`src/rtl/dma_bus_arbiter_pkg.sv`:
```
// Shared definitions for the video DMA bus arbiter: FSM state encoding,
// RAM address width and state decode helpers.
package dma_bus_arbiter_pkg;

  localparam int RAM_AW = 17;

  localparam logic [2:0] ST_IDLE    = 3'd0;
  localparam logic [2:0] ST_REQ     = 3'd1;
  localparam logic [2:0] ST_SETTLE  = 3'd2;
  localparam logic [2:0] ST_GRANT   = 3'd3;
  localparam logic [2:0] ST_RELEASE = 3'd4;

  // RAM address/write-enable belong to the CRTC only while settling or granted.
  function automatic logic is_crtc_mux(input logic [2:0] st);
    return (st == ST_SETTLE) || (st == ST_GRANT);
  endfunction

  function automatic logic holds_busrq(input logic [2:0] st);
    return (st == ST_REQ) || (st == ST_SETTLE) || (st == ST_GRANT);
  endfunction

endpackage

```
`src/rtl/dma_bus_arbiter_sat_counter16.sv`:
```
// 16-bit up-counter that sticks at 16'hFFFF; clear has priority over increment.
module sat_counter16 (
  input  logic        clk,
  input  logic        reset,
  input  logic        clr,
  input  logic        inc,
  output logic [15:0] count
);

  logic [15:0] count_q;
  logic [15:0] count_d;

  always_comb begin
    count_d = count_q;
    if (clr) begin
      count_d = 16'd0;
    end else if (inc && (count_q != 16'hFFFF)) begin
      count_d = count_q + 16'd1;
    end
  end

  always_ff @(posedge clk or posedge reset) begin
    if (reset) begin
      count_q <= 16'd0;
    end else begin
      count_q <= count_d;
    end
  end

  assign count = count_q;

endmodule

```
`src/rtl/dma_bus_arbiter.sv`:
```
// CRTC-side DMA responder: takes the Z80 bus via BUSRQ/BUSAK, steers main-RAM
// address/write-enable to the CRTC, returns registered read data, counts bus steals.
module dma_bus_arbiter
  import dma_bus_arbiter_pkg::*;
#(
  parameter int SETTLE_CYC = 2,
  parameter int MAX_HOLD   = 1023
) (
  input  logic              clk,
  input  logic              reset,
  input  logic              crtc_busreq,
  output logic              crtc_busack,
  input  logic [RAM_AW-1:0] crtc_adr,
  output logic [7:0]        crtc_data,
  output logic              cpu_busrq_n,
  input  logic              cpu_busak_n,
  input  logic [RAM_AW-1:0] cpu_adr,
  input  logic              cpu_we,
  output logic [RAM_AW-1:0] ram_adr,
  output logic              ram_we,
  input  logic [7:0]        ram_q,
  input  logic              stat_clr,
  output logic [15:0]       steal_cnt,
  output logic              timeout
);

  localparam logic [3:0] SETTLE_LOAD = 4'(SETTLE_CYC - 1);
  localparam logic [9:0] HOLD_LAST   = 10'(MAX_HOLD - 1);

  logic [2:0] state_q,   state_d;
  logic [3:0] settle_q,  settle_d;
  logic [9:0] hold_q,    hold_d;
  logic       busack_q,  busack_d;
  logic       busrq_n_q, busrq_n_d;
  logic [7:0] data_q,    data_d;
  logic       timeout_q, timeout_d;
  logic       timeout_set;
  logic       mux_crtc;

  // Mux select decodes the state register only, so it never glitches on inputs.
  assign mux_crtc = is_crtc_mux(state_q);

  always_comb begin
    state_d     = state_q;
    settle_d    = settle_q;
    hold_d      = hold_q;
    timeout_set = 1'b0;
    case (state_q)
      ST_IDLE: begin
        if (crtc_busreq) state_d = ST_REQ;
      end
      ST_REQ: begin
        if (!crtc_busreq) begin
          state_d = ST_RELEASE;
        end else if (!cpu_busak_n) begin
          state_d  = ST_SETTLE;
          settle_d = SETTLE_LOAD;
        end
      end
      ST_SETTLE: begin
        if (settle_q == 4'd0) begin
          state_d = ST_GRANT;
          hold_d  = 10'd0;
        end else begin
          settle_d = settle_q - 4'd1;
        end
      end
      ST_GRANT: begin
        if (!crtc_busreq) begin
          state_d = ST_RELEASE;
        end else if (hold_q == HOLD_LAST) begin
          state_d     = ST_RELEASE;
          timeout_set = 1'b1;
        end else begin
          hold_d = hold_q + 10'd1;
        end
      end
      ST_RELEASE: begin
        // Waiting for busreq low too stops a timed-out CRTC from re-grabbing the bus.
        if (cpu_busak_n && !crtc_busreq) state_d = ST_IDLE;
      end
      default: state_d = ST_IDLE;
    endcase
  end

  always_comb begin
    busack_d  = (state_q == ST_GRANT);
    busrq_n_d = !holds_busrq(state_q);
    data_d    = mux_crtc ? ram_q : data_q;
    timeout_d = timeout_set ? 1'b1 : (stat_clr ? 1'b0 : timeout_q);
  end

  always_ff @(posedge clk or posedge reset) begin
    if (reset) begin
      state_q   <= ST_IDLE;
      settle_q  <= 4'd0;
      hold_q    <= 10'd0;
      busack_q  <= 1'b0;
      busrq_n_q <= 1'b1;
      data_q    <= 8'd0;
      timeout_q <= 1'b0;
    end else begin
      state_q   <= state_d;
      settle_q  <= settle_d;
      hold_q    <= hold_d;
      busack_q  <= busack_d;
      busrq_n_q <= busrq_n_d;
      data_q    <= data_d;
      timeout_q <= timeout_d;
    end
  end

  sat_counter16 u_steal_cnt (
    .clk   (clk),
    .reset (reset),
    .clr   (stat_clr),
    .inc   (!cpu_busak_n),
    .count (steal_cnt)
  );

  assign ram_adr     = mux_crtc ? crtc_adr : cpu_adr;
  assign ram_we      = !mux_crtc && cpu_we;
  assign crtc_busack = busack_q;
  assign cpu_busrq_n = busrq_n_q;
  assign crtc_data   = data_q;
  assign timeout     = timeout_q;

endmodule

```
`config.mk`:
```
export PLATFORM = sky130hd
export DESIGN_NAME = dma_bus_arbiter
export DESIGN_NICKNAME = d
export VERILOG_FILES = /design/src/rtl/dma_bus_arbiter_pkg.sv /design/src/rtl/dma_bus_arbiter_sat_counter16.sv /design/src/rtl/dma_bus_arbiter.sv
export SDC_FILE = /design/constraint.sdc
export NUM_CORES = 1
export LEC_CHECK = 0
export BUFFER_PORTS_ARGS = -buffer_cell sky130_fd_sc_hd__buf_2
export CAP_MARGIN = 20
export CORE_UTILIZATION = 52
export CTS_BUF_LIST = sky130_fd_sc_hd__clkbuf_4 sky130_fd_sc_hd__clkbuf_8
export DETAILED_ROUTE_END_ITERATION = 8
export GPL_TIMING_DRIVEN = 0
export PLACE_DENSITY = 0.9
export SYNTH_ARGS = -nofsm -noshare
export SYNTH_HDL_FRONTEND = slang
export SYNTH_SLANG_ARGS = --single-unit
```
`constraint.sdc`:
```
create_clock -name clk -period 2.5 [get_ports clk]
set_input_delay 0.75 -clock clk [delete_from_list [all_inputs] [get_ports clk]]
set_output_delay 0.75 -clock clk [all_outputs]
set_load 0.01 [all_outputs]
```
## After elaboration in Yosys (flattened, before gate mapping)

Cells that the tools add are included.
W data, S select, Z words.

- Bits in registers: 44
- Bits in latches: 0
- Bits in writable memories: 0
- Bits in read-only memories: 0
- Input bits: 48
- Output and inout bits: 45
- Memories: 0

- Add/subtract/negate cells: 3
- $mul: 0
- Divide/modulo/power cells: 0
- Order comparisons: 0
- Equal/unequal tests: 16
- Shift-type cells: 0
- Muxes and demuxes: 24
- Bitwise operators: 0
- Reduce and logical (&&, ||, !) cells: 19

Operators by type and width:

| operator | number |
|---|---|
| $mux W16 | 2 |
| $mux W10 | 3 |
| $mux W3 | 7 |
| $pmux W10 S2 | 1 |
| $mux W17 | 1 |
| $add A16 B1 Y16 const B | 1 |
| $ne A16 B16 Y1 const B | 1 |
| $pmux W3 S5 | 1 |
| $ne A2 B2 Y1 const B | 7 |
| $mux W4 | 3 |
| $add A10 B1 Y10 const B | 1 |
| $eq A10 B10 Y1 const B | 1 |
| $pmux W4 S2 | 1 |
| $reduce_and A4 Y1 | 2 |
| $reduce_bool A2 Y1 | 4 |
| $eq A3 B2 Y1 const B | 2 |
| $mux W1 | 5 |
| $reduce_and A5 Y1 | 1 |
| $logic_not A1 Y1 | 4 |
| $logic_not A4 Y1 | 1 |
| $sub A4 B1 Y4 const B | 1 |
| $eq A3 B1 Y1 const B | 1 |
| $eq A3 B3 Y1 const B | 1 |
| $logic_and A1 B1 Y1 | 3 |
| other kinds (5) | 7 |

## Depth between registers and ports, before layout

- Depth in word-level cells: 5
- Depth in mapped cells: 6
- Depth with buffers taken out: 6

## Cells and area by module

A second synthesis with hierarchy kept.

- Cells, all modules: 311
- Area total of the unflattened synthesis: 2565.0 um^2

Modules (own cells, without submodules):

| module | instances | cells an instance | area an instance (um^2) | seq. area each (um^2) |
|---|---|---|---|---|
| dma_bus_arbiter | 1 | 210 | 1632.8 | 701.9 |
| sat_counter16 | 1 | 101 | 932.1 | 400.4 |

## Worst setup path before layout

Ideal clock, no wire load.

- Path type: register to output
- Start point: register state_q[2]
- End point: output port ram_adr[10]
- Data arrival time: 1.273 ns
- Path slack: 0.477 ns
- Cell stages (with the launch flop): 5
- Path buffers: 1
- Cell sequence: dfrtp_1 > inv_1 > nand2_2 > buf_4 > mux2_2

- Cells in the longest elaborated chain, start to end: 3

Ends and longest elaborated chain:

| item | RTL line | text |
|---|---|---|
| start: declaration | dma_bus_arbiter.sv:30 | `logic [2:0] state_q, state_d;` |
| start signal: assignment | dma_bus_arbiter.sv:103 | `state_q <= state_d;` |
| $eq A3 B2 Y1 | dma_bus_arbiter_pkg.sv:15 | `return (st == ST_SETTLE) \|\| (st == ST_GRANT);` |
| $logic_or A1 B1 Y1 * | dma_bus_arbiter_pkg.sv:15 |  |
| $mux W17 * | dma_bus_arbiter.sv:121 | `assign ram_adr = mux_crtc ? crtc_adr : cpu_adr;` |
| end: declaration | dma_bus_arbiter.sv:19 | `output logic [RAM_AW-1:0] ram_adr,` |

Mark *: on every way between the ends. The rest lies on a longest branch, timed or not.

## Worst setup path in the final report

- Start point: register state_q[1]
- End point: output port ram_adr[6]

Same word-level chain as after synthesis.

==> results.md <==
* Clock Skews at 0.00332 ns
* Worst-Margin Slew at 0.896 ns
* Routability cong. at 0.928
* Unique masters post-synth at 58
* Slowest-stage cell, CP: dfrtp_1
* Pins Over Slew Limit at 0
* Global-route wire length before repair at 10500 um
* # setup viols final at 0
* All-layer global routing usage at 25.7%
* Top-area cell type share of the netlist area at 41.0%
* Synth area leaders: dfrtp_1 41%, mux2_2 13%, nand2_1 2.9%, nor2_1 2.6%, nor3_1 2.5%
* Num CTS Buffers at 5
* Total grt overflow at 0
* WP data arrival at 1.66 ns
* IO Port Bufs at 92
* DR DRC count at 0
* Vias at 2400
* Synth-to-layout area growth at 27.6%
* Commonest register cell after synthesis: dfrtp_1
* Hold Vio Cnt, Final at 0
* #FFs+latches synth at 44
* Leak Pwr at 1.68 nW
* Max Fclk at 0.414 GHz
* Largest area contributor in the netlist: dfrtp_1
* Post-Syn Area at 2620 um2
* Post-Place Cells at 413
* Core Region at 4790 um2
* Antenna violations before repair at 0
* Layout Nets at 407
* Syn_area_per_cell at 10.3 um2
* Share of layout cells above drive strength 1 at 43.7%
* Hold WS at 0.494 ns
* Post-Route WL at 6420 um
* Worst-Skew Late Latency at 0.31 ns
* Starting Density at 54.8%
* Worst endpoint required time at 1.75 ns
* Vias in the first global route at 2270
* CTS tree: yes
* CTS Sinks at 44
* Sequential element share of the synthesized area at 42.0%
* Clock Path Buffers at 2
* Syn Nets at 307
* Period utilisation layout at 96.5%
* CP Class: reg2out
* DR pass1 iterations at 4
* Cell count after synthesis at 254
* Total die area at 5330 um2
* Crit path time final at 2.41 ns
* DR vias/cell at 5.69
* Crit start category: register
* CP top delay family: buffers and inverters
* Die Height at 73.0 um
* CP peak stage delay at 0.38 ns
* CTS clk-pin slew, worst paths at 0.09 ns
* Run status: finished clean
* Drt initial violations at 275
* Critical-path cell list: buf_4 > nand2_4 > buf_6 > mux2_2 > buf_2
* H-tree depth at 2
* Worst hold path class: reg2reg
* Slew headroom at 40.2%
* Final std cells w/o fill at 422
* EDFF count, synth at 0
* Cell Rows at 25
* Routed Antenna Nets at 0
* YS warnings at 0
* Cell Pwr Density at 835 nW/um2
* Worst Path Buf+Inv at 3
* Ys async rst share at 100%
* Peak fanout along the critical path at 10
* MaxCap Viol Count at 0
* Tot Pwr at 0.00279 W
* CTS Root Cell: clkbuf_8
* Post-DP HPWL at 4710 um
* Setup tns final at 0 ns
* Die Wd at 73.0 um
* RSZ-0062 raised after global routing: no
* Core Util, Final at 70.0%
* DR WL/cell at 15.2 um
* Max IR drop VDD at 577 uV
* Ports at 93
* Worst setup EP type: output port
* Ant. Diodes at 0
* Largest net degree at the start of global routing at 45
==> cell type report <==
cell class	count	area [um2]
buffer	7	48.8
clock buffer	5	68.8
clock inverter	3	90.1
fill	362	1440
inverter	12	45.0
multi-input combinational	191	1440
sequential	44	1100
tap	67	83.8
timing repair buffer	93	468
==> synth_stat cells (4+ instances only) <==
library cell	instances
a21oi_1	11
a31oi_1	6
and3_1	5
buf_4	4
dfrtp_1	43
ha_1	5
inv_1	12
mux2_2	30
nand2_1	20
nand3_1	8
nor2_1	18
nor2b_1	6
nor3_1	13
o21ai_0	7
==> registers in the layout, summed over array words and instances, names as in the netlist <==
| signal | cells |
|---|---|
| crtc_data | 8 |
| timeout | 1 |
| state_q | 3 |
| crtc_busack | 1 |
| hold_q | 10 |
| cpu_busrq_n | 1 |
| settle_q | 4 |
| u_steal_cnt.count | 16 |
==> stage by stage <==
stage / instance area [um2] / setup slack [ns]
after detailed placement: 3170 / 0.185
after global placement: 3170 / 0.179
after global routing: 3350 / 0.0209
final: 3350 / 0.0869
after floorplan: 2620 / 0.477
after CTS: 3340 / 0.0103
==> power breakdown <==
group	total [W]	internal, W	leakage (nW)	switching (W)
combinational	0.00106	0.000509	1.03	0.000552
clock	0.000760	0.000500	0.0784	0.000261
sequential	0.000972	0.000872	0.580	0.000101
==> cells in the final DEF, fill, tap and decap left out, types with 6 or more instances in the layout <==
master    n
o21ai_0   7
dfrtp_1  42
nor3_1   13
nor2b_1   6
nor2_1   18
mux2_2   30
a31oi_1   6
inv_1    11
a21oi_1  11
nand2_1  20
nand3_1   8
buf_2    92
==> worst register-to-register path, stage by stage, from the launching register on <==
cell     delay, ns
dfrtp_1       0.42
ha_1          0.29
nand2_1       0.16
nor3_4        0.31
and4b_1       0.25
mux2_4        0.29
==> cell families after synthesis <==
group                    after synthesis  share of synthesized area, %
AO/OA/AOI/OAI                         44                          12.3
buffers and inverters                 19                          3.29
adder cells (fa/ha/maj)                5                          2.38
multiplexers                          36                          15.6
AND/OR/NAND/NOR                      104                          23.7
flip-flops                            44                          42.0
XOR/XNOR                               2                         0.668
==> worst paths after layout <==
check | startpoint | endpoint | slack, ns | cells after the start
min in group asynchronous | reset | crtc_data[5]$_DFFE_PP0N_ | 0.63 | 2
min reg2reg | timeout$_DFFE_PP0P_ | timeout$_DFFE_PP0P_ | 0.49 | 1
max in group asynchronous | reset | state_q[2]$_DFFE_PP0P_ | 1.25 | 2
max reg2reg | u_steal_cnt.count[0]$_DFFE_PP0P_ | u_steal_cnt.count[13]$_DFFE_PP0P_ | 0.67 | 5
max | state_q[1]$_DFFE_PP0P_ | ram_adr[6] | 0.09 | 5
min | timeout$_DFFE_PP0P_ | timeout$_DFFE_PP0P_ | 0.49 | 1
==> metal layers <==
metal	vias to the layer above	GRT usage [%]	share of wire, %
met5	-	0	0
met4	0	9.15	1.7
met3	10	3.87	6.3
met2	115	43.9	51
met1	1133	33.0	41
li1	1142	-	-
==> what timing repair did <==
action | in CTS | in global routing
setup buffers | 0 | 1
endpoints found under the setup margin | 12 | 12
cloned | 0 | 0
resized for setup | 3 | 1
hold buffers | 0 | 0
Power figures use the tool's default switching activity.
